### src/rtl/alu_seq.sv
// Registered ALU with valid/ready handshakes on both sides and a shift-add multiplier.
// Latency: 1 clock for single-cycle ops, WIDTH+1 clocks for MUL.
// Backpressure: a held result blocks new operands; in_ready is low while MUL runs.
module alu_seq #(
    parameter  int WIDTH = 4,
    localparam int SHW   = $clog2(WIDTH)
) (
    input  logic             clk,
    input  logic             rst_n,
    input  logic             in_valid,
    output logic             in_ready,
    input  logic [WIDTH-1:0] a,
    input  logic [WIDTH-1:0] b,
    input  logic [3:0]       opcode,
    output logic             out_valid,
    input  logic             out_ready,
    output logic [WIDTH-1:0] x,
    output logic [WIDTH-1:0] y,
    output logic [3:0]       flags,
    output logic             err
);

    localparam logic [3:0] OP_ADD  = 4'h0;
    localparam logic [3:0] OP_SUB  = 4'h1;
    localparam logic [3:0] OP_AND  = 4'h2;
    localparam logic [3:0] OP_OR   = 4'h3;
    localparam logic [3:0] OP_XOR  = 4'h4;
    localparam logic [3:0] OP_NOT  = 4'h5;
    localparam logic [3:0] OP_SHL  = 4'h6;
    localparam logic [3:0] OP_SHR  = 4'h7;
    localparam logic [3:0] OP_SRA  = 4'h8;
    localparam logic [3:0] OP_SLTU = 4'h9;
    localparam logic [3:0] OP_MUL  = 4'hA;
    localparam logic [3:0] OP_INC  = 4'hB;
    localparam logic [3:0] OP_DEC  = 4'hC;
    localparam logic [3:0] OP_PASS = 4'hD;

    localparam logic [WIDTH-1:0] ONE = WIDTH'(1);

    typedef enum logic {S_IDLE, S_MUL} state_t;

    state_t               state_q, state_d;
    logic                 out_valid_q, out_valid_d;
    logic [WIDTH-1:0]     x_q, x_d;
    logic [WIDTH-1:0]     y_q, y_d;
    logic [3:0]           flags_q, flags_d;
    logic                 err_q, err_d;
    logic [2*WIDTH-1:0]   prod_q, prod_d;
    logic [WIDTH-1:0]     mcand_q, mcand_d;
    logic [SHW-1:0]       cnt_q, cnt_d;

    logic                 accept;
    logic [SHW-1:0]       sh;
    logic [WIDTH-1:0]     opnd;
    logic [WIDTH:0]       sum, diff;
    logic [WIDTH-1:0]     r_x, r_y;
    logic                 r_c, r_v, r_err;
    logic [WIDTH:0]       mul_hi;
    logic [2*WIDTH-1:0]   mul_nxt;

    // Reset gating keeps the source from seeing ready while the block is held in reset.
    assign in_ready  = rst_n && (state_q == S_IDLE) && (!out_valid_q || out_ready);
    assign accept    = in_valid && in_ready;
    assign sh        = b[SHW-1:0];

    assign out_valid = out_valid_q;
    assign x         = x_q;
    assign y         = y_q;
    assign flags     = flags_q;
    assign err       = err_q;

    always_comb begin
        opnd  = (opcode == OP_INC || opcode == OP_DEC) ? ONE : b;
        sum   = {1'b0, a} + {1'b0, opnd};
        diff  = {1'b0, a} - {1'b0, opnd};
        r_x   = '0;
        r_c   = 1'b0;
        r_v   = 1'b0;
        r_err = 1'b0;
        case (opcode)
            OP_ADD, OP_INC: begin
                r_x = sum[WIDTH-1:0];
                r_c = sum[WIDTH];
                r_v = (a[WIDTH-1] == opnd[WIDTH-1]) && (sum[WIDTH-1] != a[WIDTH-1]);
            end
            OP_SUB, OP_DEC: begin
                r_x = diff[WIDTH-1:0];
                r_c = diff[WIDTH];
                r_v = (a[WIDTH-1] != opnd[WIDTH-1]) && (diff[WIDTH-1] != a[WIDTH-1]);
            end
            OP_AND:  r_x = a & b;
            OP_OR:   r_x = a | b;
            OP_XOR:  r_x = a ^ b;
            OP_NOT:  r_x = ~a;
            OP_SHL:  r_x = a << sh;
            OP_SHR:  r_x = a >> sh;
            OP_SRA:  r_x = $signed(a) >>> sh;
            OP_SLTU: r_x[0] = (a < b);
            OP_PASS: r_x = a;
            OP_MUL:  r_x = '0;
            default: r_err = 1'b1;
        endcase
        r_y    = '0;
        r_y[0] = r_c;
    end

    // One multiplier bit per clock: add into the high half, then shift the product right.
    always_comb begin
        mul_hi  = {1'b0, prod_q[2*WIDTH-1:WIDTH]} + (prod_q[0] ? {1'b0, mcand_q} : '0);
        mul_nxt = {mul_hi, prod_q[WIDTH-1:1]};
    end

    always_comb begin
        state_d     = state_q;
        out_valid_d = out_valid_q;
        x_d         = x_q;
        y_d         = y_q;
        flags_d     = flags_q;
        err_d       = err_q;
        prod_d      = prod_q;
        mcand_d     = mcand_q;
        cnt_d       = cnt_q;
        if (out_valid_q && out_ready) begin
            out_valid_d = 1'b0;
        end
        case (state_q)
            S_IDLE: begin
                if (accept) begin
                    if (opcode == OP_MUL) begin
                        state_d = S_MUL;
                        prod_d  = {{WIDTH{1'b0}}, b};
                        mcand_d = a;
                        cnt_d   = '0;
                    end else begin
                        out_valid_d = 1'b1;
                        x_d         = r_x;
                        y_d         = r_y;
                        flags_d     = r_err ? 4'b0 : {r_c, (r_x == '0), r_x[WIDTH-1], r_v};
                        err_d       = r_err;
                    end
                end
            end
            S_MUL: begin
                prod_d = mul_nxt;
                cnt_d  = cnt_q + 1'b1;
                if (cnt_q == SHW'(WIDTH - 1)) begin
                    state_d     = S_IDLE;
                    out_valid_d = 1'b1;
                    x_d         = mul_nxt[WIDTH-1:0];
                    y_d         = mul_nxt[2*WIDTH-1:WIDTH];
                    flags_d     = {(mul_nxt[2*WIDTH-1:WIDTH] != '0), (mul_nxt[WIDTH-1:0] == '0),
                                   mul_nxt[WIDTH-1], 1'b0};
                    err_d       = 1'b0;
                end
            end
            default: state_d = S_IDLE;
        endcase
    end

    always_ff @(posedge clk or negedge rst_n) begin
        if (!rst_n) begin
            state_q     <= S_IDLE;
            out_valid_q <= 1'b0;
            x_q         <= '0;
            y_q         <= '0;
            flags_q     <= '0;
            err_q       <= 1'b0;
            prod_q      <= '0;
            mcand_q     <= '0;
            cnt_q       <= '0;
        end else begin
            state_q     <= state_d;
            out_valid_q <= out_valid_d;
            x_q         <= x_d;
            y_q         <= y_d;
            flags_q     <= flags_d;
            err_q       <= err_d;
            prod_q      <= prod_d;
            mcand_q     <= mcand_d;
            cnt_q       <= cnt_d;
        end
    end

endmodule
### config.mk
export PLATFORM = sky130hd
export DESIGN_NAME = alu_seq
export DESIGN_NICKNAME = d
export VERILOG_FILES = /design/src/rtl/alu_seq.sv
export SDC_FILE = /design/constraint.sdc
export NUM_CORES = 1
export LEC_CHECK = 0
export BUFFER_PORTS_ARGS = -buffer_cell sky130_fd_sc_hd__clkbuf_2
export CORE_MARGIN = 2
export CORE_UTILIZATION = 54
export DETAILED_ROUTE_END_ITERATION = 12
export PLACE_DENSITY = 0.78
export SLEW_MARGIN = 10
export SYNTH_ARGS = -nofsm -noshare
export SYNTH_HDL_FRONTEND = slang
export SYNTH_SLANG_ARGS = --single-unit
### constraint.sdc
create_clock -name clk -period 1.89 [get_ports clk]
set_input_delay 0.189 -clock clk [delete_from_list [all_inputs] [get_ports clk]]
set_output_delay 0.189 -clock clk [all_outputs]
set_load 0.02 [all_outputs]
==> out/metrics.yaml, run 1 <==
drt_wl_total_um: 8570
required_ps: 2080
netlist_area_sq_um: 2690
ys_types: 63
use_met3: 0.0420
final_cells: 485
crit_type: "in -> reg"
drv_slew: 0
cp_max_fo: 3
avgViaCountPerCell: 6.11
grtUsageTotal: 0.311
worstHoldPathType: "in -> reg"
synth_top_area_frac: 0.270
holdWs_ps: 249
grtUsageMet1: 0.377
seq_area_frac_synth: 0.270
cts_made_buffers: 5
layout_setup_ws_ps: -646
cp_top_family: "buffers and inverters"
worst_pin_slew_ps: 516
p_total_mw: 3.25
fmax_mhz: 394
start_util: 0.566
cpPeakStageDelay_ps: 470
clkTransAtPathRegs_ps: 60
final_hold_viol_count: 0
dp_cells: 466
irDropWorstVdd_mv: 0.503
avgSynthCellArea_sq_um: 8.40
grt_max_degree: 32
finalClockSkew_ps: 4.70
rsz0062_at_grt: "yes"
antenna_cells: 0
start_kind: "primary input"
p_leak_nw: 1.86
std_cell_rows: 25
clock-root-buffer: "clkbuf_8"
busiest_layer: "met2"
grt_pass1_vias: 2759
synth_area_leader_cell: "dfrtp_1"
crit_top_cell: "buf_4"
grt.overflow.total: 0
wl_per_cell_um: 17.7
finalNetCount: 463
cts_tree: "built"
end_kind: "register"
min_period_ps: 2540
die_h_um: 74.6
gp_congestion: 0.940
antenna_found_initial: 0
setup_viol: 9
io_buffers: 30
clock_latency_ps: 280
yosys-top-cells-area: "dfrtp_1 27%, ha_1 13%, nand2_1 5.0%"
route.detailed.drc: 0
utilization: 0.796
synth_ff_type: "dfrtp_1"
die_w_um: 74.6
post_route_cells_drive_above_1_share: 0.380
failed_checks: "setup timing"
path_buf_inv: 5
cts_sinks: 29
async_flop_share: 1.00
first_pass_iters: 5
synth_fp_nets: 366
htree_levels: 2
coreArea_sq_um: 4750
grt_pass1_wl_um: 13100
synth_cells: 320
ios: 31
finalCritPeriodShare: 1.34
drt_iter0_drc: 260
powerDensity_nw_per_um2: 859
crit_chain: "buf_8 -> nor2b_4 -> mux2_4 -> nand2_4 -> buf_4 -> nand2_4 -> inv_1 -> fa_2 -> buf_4 -> nor4_1 -> o21ai_0 -> o211ai_1 -> buf_4 -> nor2_4 -> o31ai_1"
relSlewSlack: 0.647
clockBufferDepth: 2
ys_seq_elements: 29
synth_edf_count: 0
use_met2: 0.546
slowest_stage: "fa_2"
crit_arrival_ps: 2730
area_growth_pct: 40.8
maxCapViolCount: 0
outcome: "finished, violations left"
hpwl_um: 5730
ys_warn_count: 0
num_vias: 2965
fp.dieArea_sq_um: 5560
ant_nets: 0
num-fill-cells: 314
-- path summary, 6_finish.rpt --
kind                       slack, ps       from  cells after the start         to
setup / recovery                -650  opcode[0]                     15       x[1]
hold / removal                   250  out_ready                      3  out_valid
setup reg to reg                  10  prod_q[0]                      7   flags[3]
hold reg to reg                  470       y[2]                      2       y[2]
max in group asynchronous       1120      rst_n                      3  prod_q[7]
min in group asynchronous        510      rst_n                      3       x[2]
-- stage by stage --
step | instance area (sq um) | setup slack (ps) | setup TNS [ps]
floorplan | 2740 | -823 | -4400
global placement | 3370 | -792 | -5940
detailed placement | 3370 | -924 | -6530
CTS | 3680 | -513 | -3280
global route | 3790 | -664 | -3960
finish | 3790 | -646 | -3500
-- layout by cell type (no fill, tap or decap), types with 4 or more instances in the layout --
cell,synthesis,final
and3_1,4,4
buf_4,5,72
nor2_1,21,18
clkbuf_2,0,28
ha_4,0,5
buf_6,1,4
nor3_1,5,5
a21oi_2,0,4
and2_1,6,5
nand4_1,4,4
nand2_1,36,33
dfrtp_1,29,29
nand2b_1,4,4
a31oi_1,5,5
a21oi_1,20,15
inv_1,18,17
nor2b_1,11,9
o21ai_0,22,18
nand3b_1,4,4
o211ai_1,6,6
nand3_1,6,6
mux2i_1,4,4
clkbuf_8,0,6
ha_1,27,21
nor3b_1,5,5
-- registers in the layout, indices dropped and copies added, names as in the netlist --
register   flops
err            1
x              4
cnt_q          2
state_q        1
mcand_q        4
prod_q         8
y              4
flags          4
out_valid      1
-- synthesized netlist by cell type (4+ instances only) --
cell type	instances
a21oi_1	20
a31oi_1	5
and2_1	6
and3_1	4
buf_2	6
buf_4	5
clkbuf_1	5
dfrtp_1	29
ha_1	27
inv_1	18
mux2i_1	4
nand2_1	36
nand2b_1	4
nand3_1	6
nand3b_1	4
nand4_1	4
nor2_1	21
nor2b_1	11
nor3_1	5
nor3b_1	5
nor4_1	4
o211ai_1	6
o21ai_0	22
-- final cells by class --
class | count | area (sq um) | area share
Timing Repair Buffer | 107 | 766 | 0.202
Inverter | 20 | 75.1 | 0.0198
Clock inverter | 1 | 30.0 | 0.00793
Clock buffer | 7 | 86.3 | 0.0228
Tap cell | 67 | 83.8 | 0.0221
Multi-Input combinational cell | 254 | 2020 | 0.533
Sequential cell | 29 | 726 | 0.192
-- tightest hold or removal path, stage by stage --
cell and delay, ps:
clkbuf_2 90, nand2b_1 150, nand2_1 70
-- kinds of logic after synthesis --
family	synth area share
mux	0.0316
simple gates	0.262
buf+inv	0.0642
flops	0.270
fa+ha+maj	0.148
xor+xnor	0.0130
compound gates	0.212
-- timing repair --
action / 4_1_cts / 5_1_grt
endpoints found under the setup margin: 11 / 11
pin swaps: 10 / 15
gates resized for setup: 28 / 20
endpoints found under the hold margin: 29 / 0
hold buffers: 1 / 0
setup buffers: 7 / 5
-- metal layers --
metal	routed length [um]	share of wire	up-vias
met3	544	0.063	40
met2	4240	0.49	156
met4	442	0.052	0
met1	3340	0.39	1423
met5	0	0	-
li1	-	-	1346
-- power breakdown --
part / leakage (nW) / internal [mW] / switching [mW]
registers: 0.369 / 0.837 / 0.148
clock network: 0.0585 / 0.429 / 0.234
logic: 1.43 / 0.700 / 0.904
total: 1.86 / 1.97 / 1.29
Note: power is estimated with default switching activity, not from simulation.
==> run 2, diff against run 1 <==
Settings changed: RECOVER_POWER set to 100, SLEW_MARGIN 10 to 20.
==> run 2 against run 1 <==
Net effect: the run still ends with setup timing left; hold slack worse by 4.4 ps; maximum frequency rose by 0.20%; global-route usage stayed put; die area stayed put; core utilization down 0.63 points; combinational power is essentially flat; critical path depth is the same; clock skew is essentially flat; first-iteration DRC count up 2.3%; clock power about the same; via count down 0.20%; critical path type unchanged; largest cell class unchanged; largest power group unchanged; highest routed layer unchanged.
==> out/metrics.yaml, run 2 (same netlist as run 1, synthesis figures left out) <==
layout_setup_ws_ps: -641
cp_max_fo: 3
io_buffers: 30
rrSetupSlack_ps: -40
finalClockSkew_ps: 5.11
regMostFlops: "prod_q"
final_hold_viol_count: 0
htree_levels: 2
clock-root-buffer: "clkbuf_8"
worst_pin_slew_ps: 689
cts_sinks: 29
dp_slack_ps: -924
r2r_end: "flags[3]"
coreArea_sq_um: 4750
finalNetCount: 463
route.detailed.drc: 0
largest_reg_flops: 8
std_cell_rows: 25
avgViaCountPerCell: 6.10
finalCritPeriodShare: 1.34
crit_arrival_ps: 2730
p_leak_nw: 1.80
powerDensity_nw_per_um2: 855
drv_slew: 0
final_common_cell: "buf_4"
r2r-start: "prod_q[0]"
required_ps: 2080
cts_made_buffers: 5
die_w_um: 74.6
hp-start: "out_ready"
area_growth_pct: 39.7
worstHoldPathType: "in -> reg"
layout_common_cells: "69 x buf_4, 33 x nand2_1, 29 x dfrtp_1"
hold-path-cell-count: 3
fin_area_sq_um: 3760
setup_viol: 11
grtUsageTotal: 0.311
die_h_um: 74.6
num-fill-cells: 325
whs_endpoint: "out_valid"
utilization: 0.790
clkTransAtPathRegs_ps: 60
fp.dieArea_sq_um: 5560
grt.overflow.total: 0
grt_max_degree: 32
min_period_ps: 2530
hpwl_um: 5730
crit_type: "in -> reg"
setup_tns_ps: -3570
first_pass_iters: 5
gp_congestion: 0.940
num_vias: 2959
relSlewSlack: 0.540
failed_checks: "setup timing"
clockBufferDepth: 2
grt_pass1_wl_um: 13100
fmax_mhz: 395
grt_pass1_vias: 2759
clock_latency_ps: 280
drt_iter0_drc: 266
antenna_cells: 0
irDropWorstVdd_mv: 0.487
post_route_cells_drive_above_1_share: 0.340
ant_nets: 0
dpl_cell_area_sq_um: 3370
start_util: 0.566
maxCapViolCount: 0
cts_tree: "built"
rsz0062_at_grt: "yes"
wl_per_cell_um: 17.7
ios: 31
drt_wl_total_um: 8580
outcome: "finished, violations left"
end_kind: "register"
antenna_found_initial: 0
holdWs_ps: 244
r2r_cells: 7
start_kind: "primary input"
## run 2: changes by cell type in the layout (fill, tap and decap cells not counted), sizes merged
cell    previous run  this run
clkbuf            35        38
buf               78        75
## run 2: layer usage
layer	vias up	track usage	wire length, um	part of all wire
met5	-	0	0	0
met4	0	0.145	450	0.052
met3	46	0.0420	511	0.060
met2	154	0.546	4250	0.50
met1	1411	0.377	3370	0.39
li1	1348	-	-	-
## run 2: power breakdown
part,internal (mW),leakage (nW),switching [mW]
registers,0.837,0.369,0.144
clock network,0.429,0.0585,0.232
logic,0.664,1.38,0.907
## run 2: how the worst max path moves through the flow
| stage | start | endpoint | slack, ps | cells after the start |
|---|---|---|---|---|
| 4_1_cts | opcode[0] | flags[2] | -510 | 13 |
| 3_3_place_gp | opcode[2] | flags[2] | -790 | 13 |
| 5_1_grt | opcode[0] | x[1] | -660 | 15 |
| 2_1_floorplan | opcode[0] | flags[2] | -820 | 14 |
| 6_report | opcode[0] | x[1] | -640 | 15 |
| 3_5_place_dp | opcode[2] | flags[2] | -920 | 13 |
## run 2: cell type report
class,instances,area (sq um),area share
inverters,20,75.1,0.0200
clock inverters,1,30.0,0.00799
clock buffers,7,86.3,0.0230
well taps,67,83.8,0.0223
repair buffers,107,738,0.197
flip-flops and latches,29,726,0.193
multi-input cells,254,2020,0.537
## run 2: through the flow
stage | instances | total power, mW
detailed placement | 466 | 2.38
global placement | 466 | 2.31
global route | 485 | 3.41
floorplan | 320 | 1.82
CTS | 481 | 3.13
finish | 485 | 3.21
## run 2: what timing repair did
action / in CTS / in global routing
resized for setup: 28 / 20
setup endpoints to repair: 11 / 11
hold buffers: 1 / 0
hold endpoints to repair: 29 / 0
setup buffers: 7 / 5
pin swaps: 10 / 15
## run 2: worst max-delay path, cell delays in order
cell	delay, ps
buf_8	100
nor2b_4	120
mux2_4	270
nand2_4	80
buf_4	120
nand2_4	60
inv_1	120
fa_2	470
buf_4	140
nor4_1	260
o21ai_0	190
o211ai_1	180
buf_4	180
nor2_4	30
o31ai_1	220
